**config.mk**
```make
export PLATFORM = sky130hd
export DESIGN_NAME = glitch_seq_ctrl
export DESIGN_NICKNAME = d
export VERILOG_FILES = /design/src/rtl/glitch_seq_ctrl.sv
export SDC_FILE = /design/constraint.sdc
export NUM_CORES = 1
export LEC_CHECK = 0
export ABC_CLOCK_PERIOD_IN_PS = 6300
export CORE_UTILIZATION = 47
export CTS_CLUSTER_SIZE = 16
export DETAILED_ROUTE_END_ITERATION = 8
export MAX_ROUTING_LAYER = met4
export PLACE_DENSITY = 0.7
export REMOVE_ABC_BUFFERS = 1
export SYNTH_ARGS = -nofsm -noshare
export SYNTH_HDL_FRONTEND = slang
export SYNTH_SLANG_ARGS = --single-unit
```
**constraint.sdc**
```tcl
create_clock -name clk -period 6.3 [get_ports clk]
set_input_delay 0.945 -clock clk [delete_from_list [all_inputs] [get_ports clk]]
set_output_delay 0.945 -clock clk [all_outputs]
set_load 0.05 [all_outputs]
```
**src/rtl/glitch_seq_ctrl.sv**
```systemverilog
// Glitchy-clock sequencer: delay, then count glitch_en pulses of width, spaced by gap.
// Define GLITCH_SEQ_TRIG_EN to wait for a trig rising edge before the delay.
module glitch_seq_ctrl #(
  parameter int TW = 32,
  parameter int PW = 8
) (
  input  logic          clk,
  input  logic          rstn,
  input  logic          start,
  input  logic          abort,
  input  logic          trig,
  input  logic [TW-1:0] delay,
  input  logic [TW-1:0] width,
  input  logic [TW-1:0] gap,
  input  logic [PW-1:0] count,
  output logic          glitch_en,
  output logic          busy,
  output logic          done,
  output logic [PW-1:0] pulse_idx
);

  typedef enum logic [2:0] {
    S_IDLE,
    S_ARM,
    S_DELAY,
    S_GLITCH,
    S_GAP,
    S_DONE
  } st_e;

  localparam logic [TW-1:0] T1 = TW'(1);
  localparam logic [PW-1:0] P1 = PW'(1);

  st_e           st_q, st_d;
  logic [TW-1:0] tmr_q, tmr_d;
  logic [TW-1:0] dly_q, dly_d;
  logic [TW-1:0] wid_q, wid_d;
  logic [TW-1:0] gap_q, gap_d;
  logic [PW-1:0] cnt_q, cnt_d;
  logic [PW-1:0] idx_q, idx_d;
  logic          gen_q, gen_d;
  logic          busy_q, busy_d;
  logic          done_q, done_d;
  logic [TW-1:0] w_in_m1;
  logic [TW-1:0] w_sh_m1;
  logic          fire;

`ifdef GLITCH_SEQ_TRIG_EN
  logic trig_q;

  always_ff @(posedge clk) begin
    if (!rstn) trig_q <= 1'b0;
    else       trig_q <= trig;
  end

  assign fire = trig & ~trig_q;
`else
  logic unused_trig;
  assign unused_trig = trig;
  assign fire        = 1'b0;
`endif

  assign w_in_m1 = (width == '0) ? '0 : width - T1;
  assign w_sh_m1 = (wid_q == '0) ? '0 : wid_q - T1;

  always_ff @(posedge clk) begin
    if (!rstn) begin
      st_q   <= S_IDLE;
      tmr_q  <= '0;
      dly_q  <= '0;
      wid_q  <= '0;
      gap_q  <= '0;
      cnt_q  <= '0;
      idx_q  <= '0;
      gen_q  <= 1'b0;
      busy_q <= 1'b0;
      done_q <= 1'b0;
    end else begin
      st_q   <= st_d;
      tmr_q  <= tmr_d;
      dly_q  <= dly_d;
      wid_q  <= wid_d;
      gap_q  <= gap_d;
      cnt_q  <= cnt_d;
      idx_q  <= idx_d;
      gen_q  <= gen_d;
      busy_q <= busy_d;
      done_q <= done_d;
    end
  end

  always_comb begin
    st_d  = st_q;
    tmr_d = tmr_q;
    dly_d = dly_q;
    wid_d = wid_q;
    gap_d = gap_q;
    cnt_d = cnt_q;
    idx_d = idx_q;
    if (abort) begin
      st_d = S_IDLE;
    end else begin
      case (st_q)
        S_IDLE: begin
          if (start) begin
            dly_d = delay;
            wid_d = width;
            gap_d = gap;
            cnt_d = count;
            idx_d = '0;
            // zero-count runs pass one cycle through DELAY on the way to DONE
            if (count == '0) begin
              st_d  = S_DELAY;
              tmr_d = '0;
            end else begin
`ifdef GLITCH_SEQ_TRIG_EN
              st_d = S_ARM;
`else
              if (delay != '0) begin
                st_d  = S_DELAY;
                tmr_d = delay - T1;
              end else begin
                st_d  = S_GLITCH;
                tmr_d = w_in_m1;
              end
`endif
            end
          end
        end
`ifdef GLITCH_SEQ_TRIG_EN
        S_ARM: begin
          if (fire) begin
            if (dly_q != '0) begin
              st_d  = S_DELAY;
              tmr_d = dly_q - T1;
            end else begin
              st_d  = S_GLITCH;
              tmr_d = w_sh_m1;
            end
          end
        end
`endif
        S_DELAY: begin
          if (tmr_q == '0) begin
            if (cnt_q == '0) begin
              st_d = S_DONE;
            end else begin
              st_d  = S_GLITCH;
              tmr_d = w_sh_m1;
            end
          end else begin
            tmr_d = tmr_q - T1;
          end
        end
        S_GLITCH: begin
          if (tmr_q == '0) begin
            if (idx_q < cnt_q - P1) begin
              idx_d = idx_q + P1;
              if (gap_q != '0) begin
                st_d  = S_GAP;
                tmr_d = gap_q - T1;
              end else begin
                st_d  = S_GLITCH;
                tmr_d = w_sh_m1;
              end
            end else begin
              st_d = S_DONE;
            end
          end else begin
            tmr_d = tmr_q - T1;
          end
        end
        S_GAP: begin
          if (tmr_q == '0) begin
            st_d  = S_GLITCH;
            tmr_d = w_sh_m1;
          end else begin
            tmr_d = tmr_q - T1;
          end
        end
        S_DONE: begin
          st_d = S_IDLE;
        end
        default: begin
          st_d = S_IDLE;
        end
      endcase
    end
  end

  always_comb begin
    gen_d  = (st_d == S_GLITCH);
    busy_d = (st_d != S_IDLE);
    done_d = (st_d == S_DONE);
  end

  assign glitch_en = gen_q;
  assign busy      = busy_q;
  assign done      = done_q;
  assign pulse_idx = idx_q;

endmodule

```
==> out/results.md <==
| Result | This run |
| --- | --- |
| CTS Sinks | 118 |
| Synth Area in XOR/XNOR | 0.133 |
| Resize count post-CTS | 0 |
| Die X-Extent | 140 microns |
| Count of flip-flops with a built-in enable after synthesis | 0 |
| Initial DRC count | 1,136 |
| Number of failing setup endpoints in the final timing report | 0 |
| Postcts setup bufs | 0 |
| Clock Skews | 0.0109 ns |
| Maximum fanout count along the critical path | 6 |
| Average wire length per cell after detail routing | 20.1 microns |
| Number of I/O pins | 120 |
| Cell count after synthesis | 1,242 |
| Place WS | 1.66 ns |
| Number of global-route vias before repair | 9,009 |
| Share of the core filled with cells | 0.583 |
| Yosys top cell by area | dfxtp_1 |
| ANT cells | 0 |
| Area growth syn-to-layout | 21.6% |
| Worst-path clk slew | 0.06 ns |
| Deepest clock path buffer count | 2 |
| Root cell of the clock tree | clkbuf_16 |
| Required time of the worst setup path | 6.60 ns |
| Clock tree from TritonCTS | yes |
| Power, Total | 2.51 mW |
| # nets final | 1,446 |
| Warning count from the yosys run | 0 |
| RSZ-0062 raised after global routing | no |
| Mean area per synthesized cell | 7.19 sq um |
| Period Utilization, post-route | 0.691 |
| Number of distinct standard cells referenced by the synthesized netlist | 72 |
| Worst IR Drop VDD | 0.000196 V |
| Starting density of the core | 0.479 |
| Kind of start point of the critical path | input pin |
| Antenna-violating nets left | 0 |
| Number of design rule violations left after detail routing | 0 |
| Type of the setup path with the least slack | input pin to register |
| Die area | 19,600 sq um |
| Initial antenna violation count | 0 |
| Number of vias in the routed layout | 9,983 |
| Worst-case setup margin in the final layout | 1.95 ns |
| Number of buffers added by the clock tree synthesis step | 17 |
| Via-to-Cell Ratio | 6.37 |
| CTS HTree Levels | 4 |
| Hpwl dp | 23.0 mm |
| Number of hold violations in the final report | 0 |
| Post-route cell area | 10,900 sq um |
| Slew Viols, Final | 0 |
| Capturing element type of the critical path | register |
| Commonest cells in the synthesized netlist | nand2_1, a21oi_1, dfxtp_1 |
| Result of the run | finished clean |
| Area fraction in compound gates after synthesis | 0.211 |
| Area post-placement | 10,200 sq um |
| Shortest clock period the worst path allows after layout | 4.35 ns |
| Leakage dissipation | 3.59 nW |
| Path category of the worst min-delay check | register to register |
| Portion of netlist area occupied by mux cells | 0.00672 |
| First-pass GRT wire length | 49.1 mm |
| Quantity of hold-fixing buffers added after cts | 0 |
| Combinational family with the most area after synthesis | simple AND/OR/NAND/NOR gates |
| Routability-driven placement congestion ratio | 0.955 |
| Slew Limit Headroom | 0.313 |
| Global-route total usage across every layer | 0.333 |
| Number of detailed-routing iterations run before antenna repair | 6 |
| Synth Area in Adders | 0.0238 |
| Sequential-to-total area share from yosys stat | 0.264 |
| Register bit total from synthesis | 118 |
| Max Cap Viol | 0 |
| Core area | 18,600 sq um |
| Proportion of layout cells with a drive suffix above 1 | 0.0525 |
| Clock insertion delay at the later pin of the skew report | 0.43 ns |
| Combined area of all synthesized cells | 8930 sq um |
| Die H | 140 microns |
| Share of synthesized registers carrying an async set or reset | 0 |
| Detailed-route wire length | 31.5 mm |
| Share of Yosys cell area claimed by the top area cell type | 0.264 |
| Std cell rows | 50 |
| Critical path data arrival time | 4.65 ns |
| Maximum number of pins on one net before global-route repair | 82 |
| Ratio of total power to cell area | 231 nW/um^2 |
| Overall overflow remaining after global route | 0 |
| Fmax | 230 MHz |
| Library cell with the highest instance count after synthesis | nand2_1 |
| Post-synthesis share of cell area spent on and, or, nand and nor gates | 0.320 |
| Dominant cells by area after synthesis | dfxtp_1, xnor2_1, nand2_1 |
| Top_reg_cell synth | dfxtp_1 |
| Buffers on Ports | 118 |
| Slew at the pin closest to its max-slew limit | 1.02 ns |
| Setup_tns | 0 ns |
## critical path, stage by stage
cell and delay, ns:
clkdlybuf4s50_1 0.53, nor4_1 0.87, nand4_1 0.48, nor3_1 0.92
nor3_1 0.25, a221oi_1 0.53, a21oi_1 0.13
## per-layer routing
layer | global-route usage | wire [microns] | part of all wire | up-vias
li1 | - | - | - | 4717
met1 | 0.434 | 13300 | 0.42 | 4660
met2 | 0.497 | 13900 | 0.44 | 524
met3 | 0.0788 | 3320 | 0.11 | 82
met4 | 0.128 | 1050 | 0.033 | 0
met5 | - | 0 | 0 | -
## cells in the final DEF (no fill, tap or decap), types with 5 or more instances in the layout
master and instances:
nor4b_1 11, xnor2_1 97, nand2b_1 5, inv_1 22, clkbuf_16 17, o31ai_1 7, buf_4 9, nand4_1 14
o221ai_1 5, nor3_1 62, or4_1 19, or3_1 32, a221oi_1 11, nand3_1 25, o22ai_1 28, dfxtp_1 118
a211oi_1 11, nor4_1 59, ha_1 17, clkdlybuf4s50_1 118, a21oi_1 131, mux2i_1 6, nor2_1 88, o21ai_0 63
nand2_1 203, or2_2 6, xor2_1 39, a31oi_1 12
## registers in the layout (all words and copies together) (netlist names)
| register | count |
|---|---|
| tmr_q | 32 |
| pulse_idx | 8 |
| glitch_en | 1 |
| gap_q | 32 |
| wid_q | 32 |
| st_q | 3 |
| busy | 1 |
| done | 1 |
| cnt_q | 8 |
## final cells by class
cell class / count / area [sq um]
Clock buffer: 18 / 439
Timing Repair Buffer: 127 / 1250
Tap cell: 234 / 293
Fill cell: 1793 / 7780
Inverter: 23 / 86.3
Sequential cell: 118 / 2360
Clock inverter: 14 / 199
Multi-Input combinational cell: 1033 / 6230
## kinds of logic (layout without fill, tap and decap cells)
kind of cell / Yosys count / after routing
AO/OA/AOI/OAI: 312 / 312
flip-flops: 118 / 118
XOR/XNOR: 136 / 136
adder cells (fa/ha/maj): 17 / 17
buffers and inverters: 91 / 182
multiplexers: 6 / 6
AND/OR/NAND/NOR: 562 / 562
## final timing paths
kind              depth (start not counted)   endpoint  slack [ns]       from
setup reg to reg                          9   tmr_q[4]        2.32   tmr_q[0]
setup / recovery                          7  tmr_q[29]        1.95   width[4]
hold reg to reg                           2  wid_q[27]        0.47  wid_q[27]
hold / removal                            2  wid_q[27]        0.47  wid_q[27]
## report_power, final
group / switching (mW) / internal (mW)
Combinational: 0.352 / 0.252
Clock: 0.383 / 0.676
Sequential: 0.0582 / 0.789
## per-stage QoR
step	instances	hold slack [ns]
detailed placement	1535	0.469
finish	1567	0.475
global placement	1535	0.460
global route	1567	0.498
CTS	1567	0.473
floorplan	1174	0.444
No activity file was read; power rests on OpenSTA's default activity.
